$ cat config.mk
export PLATFORM = sky130hd
export DESIGN_NAME = if_stage
export DESIGN_NICKNAME = d
export VERILOG_FILES = /design/src/rtl/if_stage_pkg.sv /design/src/rtl/if_stage_if_id_reg.sv /design/src/rtl/if_stage.sv
export SDC_FILE = /design/constraint.sdc
export NUM_CORES = 1
export LEC_CHECK = 0
export CORE_UTILIZATION = 30
export CTS_CLUSTER_SIZE = 24
export DETAILED_ROUTE_END_ITERATION = 12
export PLACE_DENSITY_LB_ADDON = 0.2
export SYNTH_ARGS = -nofsm -noshare
export SYNTH_HDL_FRONTEND = slang
export SYNTH_SLANG_ARGS = --single-unit
$ cat constraint.sdc
create_clock -name clk -period 3.3 [get_ports clk]
set_input_delay 0.66 -clock clk [delete_from_list [all_inputs] [get_ports clk]]
set_output_delay 0.66 -clock clk [all_outputs]
set_load 0.1 [all_outputs]
$ cat src/rtl/if_stage_pkg.sv
// Shared constants, FSM state type and helpers for the RV32I instruction-fetch stage.
package if_stage_pkg;

    localparam logic [31:0] DEF_RESET_PC = 32'h0000_0000;
    localparam logic [31:0] DEF_NOP_INST = 32'h0000_0013;

    localparam logic ENABLE  = 1'b1;
    localparam logic DISABLE = 1'b0;

    typedef enum logic [1:0] {
        IF_BOOT       = 2'd0,
        IF_RUN        = 2'd1,
        IF_MISAL_WAIT = 2'd2
    } if_state_e;

    function automatic logic is_misaligned(input logic [31:0] pc);
        return pc[1:0] != 2'b00;
    endfunction

endpackage

$ cat src/rtl/if_stage_if_id_reg.sv
// IF/ID pipeline register: a flush outranks a stall, and a stall outranks a normal load.
module if_id_reg
    import if_stage_pkg::*;
#(
    parameter logic [31:0] NOP_INST = DEF_NOP_INST
) (
    input  logic        clk,
    input  logic        rst,
    input  logic        flush_i,
    input  logic        stall_i,
    input  logic [31:0] f_pc_i,
    input  logic        f_valid_i,
    input  logic        f_misal_i,
    input  logic [31:0] inst_i,
    output logic        id_valid_o,
    output logic [31:0] id_pc_o,
    output logic [31:0] id_inst_o,
    output logic        id_exc_misaligned_o
);

    logic        valid_q, valid_d;
    logic [31:0] pc_q,    pc_d;
    logic [31:0] inst_q,  inst_d;
    logic        exc_q,   exc_d;

    // A flushed slot still records f_pc so a bubble carries a meaningful PC.
    always_comb begin
        valid_d = valid_q;
        pc_d    = pc_q;
        inst_d  = inst_q;
        exc_d   = exc_q;
        if (flush_i) begin
            valid_d = DISABLE;
            pc_d    = f_pc_i;
            inst_d  = NOP_INST;
            exc_d   = DISABLE;
        end else if (!stall_i) begin
            valid_d = f_valid_i;
            pc_d    = f_pc_i;
            inst_d  = (f_misal_i || !f_valid_i) ? NOP_INST : inst_i;
            exc_d   = f_misal_i;
        end
    end

    always_ff @(posedge clk or posedge rst) begin
        if (rst) begin
            valid_q <= DISABLE;
            pc_q    <= 32'h0000_0000;
            inst_q  <= NOP_INST;
            exc_q   <= DISABLE;
        end else begin
            valid_q <= valid_d;
            pc_q    <= pc_d;
            inst_q  <= inst_d;
            exc_q   <= exc_d;
        end
    end

    assign id_valid_o          = valid_q;
    assign id_pc_o             = pc_q;
    assign id_inst_o           = inst_q;
    assign id_exc_misaligned_o = exc_q;

endmodule

$ cat src/rtl/if_stage.sv
// Instruction-fetch stage: next-PC selection, boot/misalignment FSM and the IF/ID register.
module if_stage
    import if_stage_pkg::*;
#(
    parameter logic [31:0] RESET_PC = DEF_RESET_PC,
    parameter logic [31:0] NOP_INST = DEF_NOP_INST
) (
    input  logic        clk,
    input  logic        rst,
    input  logic        stall_if,
    input  logic        flush_id,
    input  logic        redirect_valid,
    input  logic [31:0] redirect_pc,
    input  logic        trap_valid,
    input  logic [31:0] trap_pc,
    output logic [31:0] imem_addr,
    input  logic [31:0] imem_rdata,
    output logic        id_valid,
    output logic [31:0] id_pc,
    output logic [31:0] id_pc4,
    output logic [31:0] id_inst,
    output logic        id_exc_misaligned
);

    if_state_e   state_q, state_d;
    logic [31:0] f_pc_q, f_pc_d;
    logic        f_valid_q, f_valid_d;
    logic        f_misal_q, f_misal_d;
    logic [31:0] nf;
    logic        id_flush;

    // nf is the address whose word imem returns next cycle, so f_pc simply follows nf.
    always_comb begin
        state_d   = state_q;
        f_pc_d    = f_pc_q;
        f_valid_d = f_valid_q;
        f_misal_d = f_misal_q;
        nf        = f_pc_q;
        case (state_q)
            IF_BOOT: begin
                nf        = RESET_PC;
                f_pc_d    = RESET_PC;
                f_valid_d = ENABLE;
                f_misal_d = DISABLE;
                state_d   = IF_RUN;
            end
            IF_RUN: begin
                if (trap_valid)          nf = trap_pc;
                else if (redirect_valid) nf = redirect_pc;
                else if (stall_if)       nf = f_pc_q;
                else                     nf = f_pc_q + 32'd4;
                f_pc_d    = nf;
                f_valid_d = ENABLE;
                if ((trap_valid || redirect_valid) && is_misaligned(nf)) begin
                    f_misal_d = ENABLE;
                    state_d   = IF_MISAL_WAIT;
                end else begin
                    f_misal_d = DISABLE;
                end
            end
            IF_MISAL_WAIT: begin
                // The misaligned slot is held through stalls until decode has consumed it.
                if (trap_valid) begin
                    nf        = trap_pc;
                    f_pc_d    = trap_pc;
                    f_valid_d = ENABLE;
                    f_misal_d = is_misaligned(trap_pc);
                    state_d   = is_misaligned(trap_pc) ? IF_MISAL_WAIT : IF_RUN;
                end else if (!stall_if) begin
                    f_valid_d = DISABLE;
                    f_misal_d = DISABLE;
                end
            end
            default: begin
                state_d = IF_BOOT;
            end
        endcase
    end

    always_ff @(posedge clk or posedge rst) begin
        if (rst) begin
            state_q   <= IF_BOOT;
            f_pc_q    <= RESET_PC;
            f_valid_q <= DISABLE;
            f_misal_q <= DISABLE;
        end else begin
            state_q   <= state_d;
            f_pc_q    <= f_pc_d;
            f_valid_q <= f_valid_d;
            f_misal_q <= f_misal_d;
        end
    end

    assign imem_addr = {nf[31:2], 2'b00};
    assign id_flush  = trap_valid | redirect_valid | flush_id;

    if_id_reg #(
        .NOP_INST (NOP_INST)
    ) u_if_id_reg (
        .clk                 (clk),
        .rst                 (rst),
        .flush_i             (id_flush),
        .stall_i             (stall_if),
        .f_pc_i              (f_pc_q),
        .f_valid_i           (f_valid_q),
        .f_misal_i           (f_misal_q),
        .inst_i              (imem_rdata),
        .id_valid_o          (id_valid),
        .id_pc_o             (id_pc),
        .id_inst_o           (id_inst),
        .id_exc_misaligned_o (id_exc_misaligned)
    );

    assign id_pc4 = id_pc + 32'd4;

endmodule
==> results.toml, run 1 <==
[place]
routabilityCongestion = 0.909
port_buffers = 229
placed_area_um2 = 9600
hpwl_um = 16900

[sta]
period_share_pct = 97.8
worstMarginPinSlew_ns = 0.575
fmax_mhz = 310
setup_tns_ns = 0
clock_skew_ns = 0.00827
max_slew_margin_pct = 61.6
drv_slew = 0
finalSetupViolCount = 0
hold_viol = 0
min_period_ns = 3.23

[detailed_routing]
wire_per_inst_um = 17.6
first_pass_iters = 5
post-route-drc-count = 0
vias_per_cell = 4.99
ant_nets = 0
drt_iter0_markers = 340
num_vias = 6120
routed_wl_um = 21600

[power]
ir_drop_mv = 0.724
p_leak_nw = 4.57
powerDensity_nw_per_um2 = 1090

[clock_tree]
clock-sinks = 102
cts_buffer_depth = 2
htree_levels = 3
clkTransAtPathRegs_ns = 0.07
numCtsBuffers = 9
root_buffer = "clkbuf_16"
cts_tree = "yes"
insertion_delay_ns = 0.35

[setup_path]
path_max_fanout = 2
arrival_ns = 2.57
r2r_setup_slack_ns = 1.17
reg2reg_depth = 6
cp-end-kind = "output port"
critPathCapture = "imem_addr[28]"
cp_slowest_cell = "or4_4"
cp-start-kind = "flop"
critPathMaxStageDelay_ns = 0.57
worstPathRequired_ns = 2.64
timing.rr.end = "f_pc_q[21]"
path_cells = "ha_4 -> nand3b_1 -> or4_4 -> buf_6 -> o41a_1 -> o22ai_1 -> a22o_1 -> buf_12"
path_class = "flop to output port"
critPathLaunch = "f_pc_q[2]"
timing.rr.start = "f_pc_q[7]"

[synth]
ys.flop_type = "dfrtp_1"
synth_top_family_by_area = "simple AND/OR/NAND/NOR gates"
synth.avg_cell_area_um2 = 8.82
synthXorXnorAreaFrac_pct = 5.61
synth_area_leader_cell = "dfrtp_1"
synth-simple-area-share_pct = 21.2
synthAdderAreaFrac_pct = 1.44
yosysWarnings = 0
muxShareOfSynthArea_pct = 1.69
synth_edf_count = 0
synth_seq_area_share_pct = 42.0
yosysTopAreaCellShare_pct = 40.7
yosysUniqueCellTypes = 69
syn_area_um2 = 6090
synth_compound_area_share_pct = 19.8
synthArstFlopShare_pct = 100
ys_top_cells_by_area = "dfrtp_1, nand2_1, a22o_1, buf_4, o21ai_0"
synth_seq_cells = 102
syn_inst = 690

[global_routing]
grt_pass1_vias = 5881
grtUsageTotal_pct = 21.0
grt-ovfl-total = 0
antenna_found_initial = 0
grt_max_degree = 64
grt_pass1_wl_um = 33100

[outcome]
status = "completed"

[floorplanning]
core_area_um2 = 19700
die_width_um = 144
dieHeight_um = 144
io_pins = 232
dieArea_um2 = 20900
initial_utilization_pct = 31.0
rows = 51

[cells_and_area]
diodes = 0
final_common_cell = "buf_4"
nets = 1065
drive_gt1_share_pct = 34.1
design_area_um2 = 10100
final_cell_mix = "buf_4, nand2_1, clkdlybuf4s50_1"
area_delta_synth_final_pct = 65.9

[flow_run]
maxCapViolCount = 0

[min_path]
hold_class = "flop to flop"
## layout make-up
type	instances	area, µm²
sequential	102	2580
timing repair buffer	327	3320
clock inverter	6	75.1
clock buffer	10	229
fill	1826	9560
multi-input combinational	493	3470
inverter	23	93.8
tap	265	332
## sequential cells by signal (all words and copies together), names as in the netlist
signal / cells
u_if_id_reg.id_exc_misaligned_o: 1
f_pc_q: 32
u_if_id_reg.id_valid_o: 1
u_if_id_reg.id_inst_o: 32
f_valid_q: 1
f_misal_q: 1
u_if_id_reg.id_pc_o: 32
state_q: 2
## cells in the mapped netlist (4+ instances only)
cell / count
clkbuf_1: 29
and4_1: 4
nor2_1: 51
nand2_1: 107
or2_2: 5
nand4_1: 12
o22a_1: 4
or3_1: 4
buf_2: 6
inv_1: 23
and3_1: 8
buf_4: 34
o21ai_0: 45
o22ai_1: 9
a221oi_1: 6
dfrtp_1: 99
mux2i_1: 8
a222oi_1: 7
a22oi_1: 13
a211oi_1: 6
nand3_1: 22
nor2b_1: 6
ha_1: 7
a21oi_1: 26
nand2b_1: 5
a22o_1: 30
nor3_1: 15
xnor2_1: 17
xor2_1: 22
## per-layer routing
layer / vias up / part of all wire, % / global-route usage [%]
met5: - / 0 / 0
met4: 0 / 1.5 / 6.98
met3: 21 / 5.2 / 2.45
met2: 220 / 46 / 32.2
met1: 2919 / 47 / 30.4
li1: 2960 / - / -
## worst max-delay path: cells and delay by family, from the launching register on
| kind | cells | cell delay (ns) |
|---|---|---|
| AOI/OAI and AO/OA | 3 | 0.67 |
| buffers and inverters | 2 | 0.34 |
| DFF | 1 | 0.39 |
| and+or+nand+nor | 2 | 0.68 |
| adders and majority gates | 1 | 0.16 |
## where the power goes
group,switching [W],internal [W],total (W)
logic,0.00525,0.00238,0.00762
registers,0.000598,0.00163,0.00223
clock network,0.000525,0.000604,0.00113
total,0.00637,0.00462,0.0110
## worst min path at each step
stage              start                     end  slack [ns]  depth (start not counted)
5_1_grt        f_pc_q[1]  u_if_id_reg.id_pc_o[1]        0.52                          2
4_1_cts        f_pc_q[1]  u_if_id_reg.id_pc_o[1]        0.48                          2
2_1_floorplan  f_pc_q[0]  u_if_id_reg.id_pc_o[0]        0.44                          2
6_report       f_pc_q[1]  u_if_id_reg.id_pc_o[1]        0.48                          2
3_3_place_gp   f_pc_q[1]  u_if_id_reg.id_pc_o[1]        0.47                          2
3_5_place_dp   f_pc_q[1]  u_if_id_reg.id_pc_o[1]        0.47                          2
## what timing repair did
item | CTS | global route
gates resized for setup | 18 | 18
cloned | 0 | 0
pin swaps | 5 | 6
buffers inserted | 3 | 8
setup endpoints to repair | 28 | 20
hold buffers | 0 | 0
## per-stage QoR
stage	std cells	hold slack, ns	setup WS [ns]	power (W)	utilization, %
floorplan	691	0.440	-0.152	0.00737	-
global placement	1199	0.467	-0.405	0.00973	48.8
detailed placement	1199	0.466	-0.433	0.00975	48.8
CTS	1218	0.483	0.00109	0.0109	50.8
global route	1226	0.516	-0.00168	0.0114	51.4
finish	1226	0.483	0.0720	0.0110	51.4
## cells by family (layout without fill, tap and decap cells)
logic type      after synthesis  in the layout
fa+ha+maj                     7              7
mux                          10             10
flops                       102            102
buf+inv                      96            366
compound gates              174            174
other cells                   1              2
simple gates                261            261
xor+xnor                     39             39
(Power assumes the default switching activity.)
==> run 2, diff against run 1 <==
ABC_CLOCK_PERIOD_IN_PS = 3300   (was unset)
CELL_PAD_IN_SITES_DETAIL_PLACEMENT = 0   (was unset)
CELL_PAD_IN_SITES_GLOBAL_PLACEMENT = 1   (was unset)
CORE_UTILIZATION = 29   (was 30)
==> run 2 against run 1 <==
Effect of this change:
- design area rose by 0.95%
- largest cell class unchanged
- critical path type unchanged
- die area rose by 3.4%
- worst setup slack barely moved
- critical endpoint is now imem_addr[30]
- register-to-register slack barely moved
- global-route usage rose by 0.32 points
- sequential share of layout area fell by 0.29 points
- sequential power fell by 2%
- core utilization fell by 1.5 points
- clock power fell by 4%
==> results.toml, run 2 (synthesized netlist as in run 1, its figures left out) <==
[outcome]
status = "completed"

[clock_tree]
insertion_delay_ns = 0.36
cts_buffer_depth = 2
htree_levels = 3
cts_tree = "yes"
root_buffer = "clkbuf_16"
numCtsBuffers = 9
clock-sinks = 102
clkTransAtPathRegs_ns = 0.08

[global_routing]
grtUsageTotal_pct = 21.3
grt-ovfl-total = 0
grt_pass1_wl_um = 35500
grt_max_degree = 78
antenna_found_initial = 1
grt_pass1_vias = 6267

[cells_and_area]
nets = 1065
drive_gt1_share_pct = 35.6
fin_util_pct = 49.9
num-fill-cells = 1951
area_delta_synth_final_pct = 67.5
final_common_cell = "buf_4"
final-instance-count-excl-fill = 1232
final_cell_mix = "buf_4, nand2_1, clkdlybuf4s50_1"

[sta]
finalSetupViolCount = 0
hold_viol = 0
worstMarginPinSlew_ns = 0.583
drv_slew = 0
clock_skew_ns = 0.0113
fmax_mhz = 310
min_period_ns = 3.23
period_share_pct = 97.8
rsz0062_at_grt = "true"
max_slew_margin_pct = 61.0

[min_path]
hold_class = "flop to flop"
min_to = "u_if_id_reg.id_inst_o[23]"
worstHoldPathCells = 1
hp-start = "u_if_id_reg.id_inst_o[23]"

[flow_run]
maxCapViolCount = 0

[floorplanning]
io_pins = 232
dieArea_um2 = 21600
dieHeight_um = 147
initial_utilization_pct = 29.8
rows = 52
core_area_um2 = 20400
die_width_um = 147

[setup_path]
path_class = "flop to output port"
cp-start-kind = "flop"
r2r_setup_slack_ns = 1.18
worstPathRequired_ns = 2.64
timing.rr.end = "f_pc_q[22]"
reg2reg_depth = 9
cp-end-kind = "output port"
arrival_ns = 2.57
timing.rr.start = "f_pc_q[2]"
path_max_fanout = 3

[place]
port_buffers = 229
dp_cells = 1200
routabilityCongestion = 0.929
hpwl_um = 17900

[detailed_routing]
drt_iter0_markers = 348
wire_per_inst_um = 18.5
num_vias = 6161
vias_per_cell = 5.00
first_pass_iters = 5
post-route-drc-count = 0
routed_wl_um = 22700
ant_nets = 0

[power]
p_leak_nw = 4.56
ir_drop_mv = 0.453
powerDensity_nw_per_um2 = 1090
## run 2: cell count changes in the layout (fill, tap and decap cells not counted), sizes merged
| cell | change |
|---|---|
| clkinvlp | +1 |
| bufinv | -1 |
| diode | +1 |
| clkdlybuf4s50 | +1 |
| inv | -1 |
| dlygate4sd2 | -1 |
| clkinv | +1 |
## run 2: area by class of cell
type,count,area (µm²),area share [%]
Antenna cell,1,2.50,0.0246
Clock buffer,10,229,2.25
Clock inverter,6,63.8,0.626
Inverter,23,97.6,0.958
Multi-Input combinational cell,493,3530,34.6
Sequential cell,102,2580,25.3
Tap cell,270,338,3.31
Timing Repair Buffer,327,3350,32.9
## run 2: layer usage
layer | vias up | global-route usage (%) | share of wire [%]
li1 | 2955 | - | -
met2 | 189 | 33.4 | 46
met5 | - | 0 | 0
met4 | 0 | 6.88 | 1.9
met1 | 2993 | 30.1 | 47
met3 | 24 | 3.04 | 4.9
## run 2: how the worst max path moves through the flow
stage / from / to / slack [ns]
final: f_pc_q[2] / imem_addr[30] / 0.07
after global routing: f_pc_q[3] / imem_addr[30] / -0.03
after CTS: trap_valid / imem_addr[31] / -0.01
after detailed placement: stall_if / imem_addr[30] / -0.42
after global placement: stall_if / imem_addr[30] / -0.40
after floorplan: u_if_id_reg.id_pc_o[16] / id_pc4[26] / -0.15
## run 2: critical path, stage by stage (launching register included)
cell and delay, ns:
dfrtp_1 0.36, ha_2 0.18, nand3b_1 0.10, or4_4 0.58, nor4_2 0.30, mux2_2 0.39, nor2_4 0.12, buf_12 0.18
## run 2: what timing repair did
| item | CTS | global route |
|---|---|---|
| gates resized for setup | 25 | 26 |
| pin swaps | 5 | 5 |
| gates cloned | 0 | 0 |
| setup buffers | 5 | 10 |
| hold buffers | 0 | 0 |
| hold endpoints to repair | 0 | 0 |
| setup endpoints to repair | 30 | 30 |
## run 2: metrics by stage
step           setup slack (ns)  cell area, µm²  setup TNS (ns)  hold slack (ns)  total power [W]
6_report                 0.0721           10200               0            0.510           0.0111
5_1_grt                 -0.0275           10200         -0.0510            0.528           0.0115
4_1_cts                 -0.0124           10000         -0.0124            0.516           0.0110
3_5_place_dp             -0.416            9620           -3.68            0.493          0.00982
3_3_place_gp             -0.401            9620           -3.27            0.494          0.00977
2_1_floorplan            -0.152            6460          -0.361            0.440          0.00737
## run 2: report_power, final
part	total [W]	switching, W	internal [W]	leakage [nW]
Sequential	0.00218	0.000552	0.00163	1.34
Clock	0.00108	0.000548	0.000536	0.140
Combinational	0.00780	0.00536	0.00244	3.08
==> run 3, diff against run 2 <==
ABC_CLOCK_PERIOD_IN_PS = 2800   (was 3300)
CAP_MARGIN = 20   (was unset)
clock period = 2.8 ns   (was 3.3 ns; I/O delays follow)
==> run 3 against run 2 <==
Effect of this change:
- worst setup slack got worse by 0.31 ns
- non-clock buffer count increased by 72
- largest cell class is now buffers
- the run now ends with setup timing left
- clock skew increased by 0.0020 ns
- sequential share of layout area decreased by 2.7 points
- register-to-register slack got worse by 0.46 ns
- combinational power increased by 33%
- critical path type unchanged
- largest power group unchanged
==> results.toml, run 3 (synthesized netlist as in run 1, its figures left out) <==
[outcome]
status = "finished, violations left"
violations = "setup timing"

[power]
p_switching_w = 0.00794
comb_power_share_pct = 73.3
p_sw_share_pct = 56.2
ir_drop_mv = 0.592
p_int_w = 0.00619
finalPower_w = 0.0141
seq_power_share_pct = 17.3
powerDensity_nw_per_um2 = 1240
p_leak_nw = 5.14
clock_power_share_pct = 9.4

[setup_path]
r2r_setup_slack_ns = 0.72
reg2reg_depth = 9
path_class = "flop to output port"
path_cells = "ha_2 -> nand3b_1 -> or4_4 -> o41a_1 -> o22ai_1 -> a22o_1 -> buf_12"
timing.rr.start = "state_q[0]"
timing.rr.end = "f_pc_q[9]"
path_max_fanout = 4
cp-start-kind = "flop"
cp_slowest_cell = "or4_4"
critPathMaxStageDelay_ns = 0.59
worstPathRequired_ns = 2.24
cp-end-kind = "output port"
arrival_ns = 2.48

[floorplanning]
die_width_um = 147
dieHeight_um = 147
rows = 52
core_area_um2 = 20400
dieArea_um2 = 21600
io_pins = 232
initial_utilization_pct = 29.8

[place]
port_buffers = 229
dp_cells = 1246
hpwl_um = 18600
routabilityCongestion = 0.864

[sta]
rsz0062_at_grt = "true"
fin_ws_ns = -0.237
clock_skew_ns = 0.0133
fmax_mhz = 329
finalSetupViolCount = 28
min_period_ns = 3.04
drv_slew = 0
hold_viol = 0
period_share_pct = 108

[cells_and_area]
final_cell_mix = "buf_4, nand2_1, clkdlybuf4s50_1"
final_common_cell = "buf_4"
num-fill-cells = 1827
nets = 1138
final-instance-count-excl-fill = 1304
area_delta_synth_final_pct = 87.7
drive_gt1_share_pct = 45.8
diodes = 0

[flow_run]
maxCapViolCount = 0

[detailed_routing]
dr_wl_met3_um = 1390
ant_nets = 0
first_pass_iters = 6
wl_met2_um = 11400
num_vias = 6479
vias_per_cell = 4.97
drt_iter0_markers = 310
routed_wl_um = 23800
post-route-drc-count = 0
highest_layer = "met4"
wire_per_inst_um = 18.3
wl_met1_um = 10700

[clock_tree]
cts_buffer_depth = 2
htree_levels = 3
cts_tree = "yes"
cts_hold_buf = 0
clkTransAtPathRegs_ns = 0.08
insertion_delay_ns = 0.36
numCtsBuffers = 9
root_buffer = "clkbuf_16"
clock-sinks = 102

[global_routing]
grt-ovfl-total = 0
antenna_found_initial = 0
grtUsageTotal_pct = 22.4
grt_pass1_wl_um = 37000
grt_pass1_vias = 6504
grt_max_degree = 37

[min_path]
hold_class = "flop to flop"
min_to = "u_if_id_reg.id_pc_o[1]"
worstHoldPathCells = 2
hp-start = "f_pc_q[1]"
-- run 3: cell type report --
class	count	area, µm²	area share [%]
well taps	270	338	2.96
multi-input cells	494	4030	35.2
inverters	23	98.8	0.865
clock inverters	7	82.6	0.723
flip-flops and latches	102	2580	22.6
repair buffers	399	4070	35.6
clock buffers	9	225	1.97
-- run 3: how the worst max path moves through the flow --
stage               cells past startpoint             to                    start
CTS                                     7  imem_addr[28]                f_pc_q[3]
floorplan                               7     id_pc4[25]  u_if_id_reg.id_pc_o[11]
finish                                  7  imem_addr[28]                f_pc_q[3]
global route                            7  imem_addr[28]                f_pc_q[3]
global placement                        7  imem_addr[28]                 stall_if
detailed placement                      7  imem_addr[28]                 stall_if
-- run 3: power by group through the flow --
stage                     Combinational (W)  Clock (W)  Sequential [W]
after detailed placement            0.00965          0         0.00246
after global placement              0.00959          0         0.00244
final                                0.0104    0.00133         0.00245
after global routing                 0.0107    0.00143         0.00252
after floorplan                     0.00484          0         0.00404
after CTS                            0.0102    0.00136         0.00244
-- run 3: critical path: cells and delay by family (launching register included) --
kind	cells	cell delay [ns]
AND/OR/NAND/NOR	2	0.69
AO/OA/AOI/OAI	3	0.67
flip-flops	1	0.38
adder cells (fa/ha/maj)	1	0.19
buffers and inverters	1	0.19
-- run 3: what timing repair did --
action | 4_1_cts | 5_1_grt
cloned | 1 | 0
gates resized for setup | 109 | 51
pin swaps | 45 | 24
setup endpoints to repair | 46 | 43
buffers inserted | 29 | 14
-- run 3: layer usage --
| metal | up-vias | global-route usage (%) |
|---|---|---|
| met2 | 210 | 36.0 |
| met1 | 3148 | 31.0 |
| met3 | 18 | 4.01 |
| li1 | 3103 | - |
| met5 | - | 0 |
| met4 | 0 | 5.52 |
-- run 3: metrics by stage --
stage / area, µm² / setup TNS, ns / hold WS, ns / worst slack, ns / utilization (%)
after floorplan: 6670 / -5.27 / 0.440 / -0.529 / -
after global placement: 10200 / -8.45 / 0.458 / -0.460 / 50.0
after detailed placement: 10200 / -9.21 / 0.464 / -0.499 / 50.0
after CTS: 11100 / -2.50 / 0.482 / -0.260 / 54.3
after global routing: 11400 / -6.55 / 0.525 / -0.348 / 55.9
final: 11400 / -2.73 / 0.482 / -0.237 / 55.9
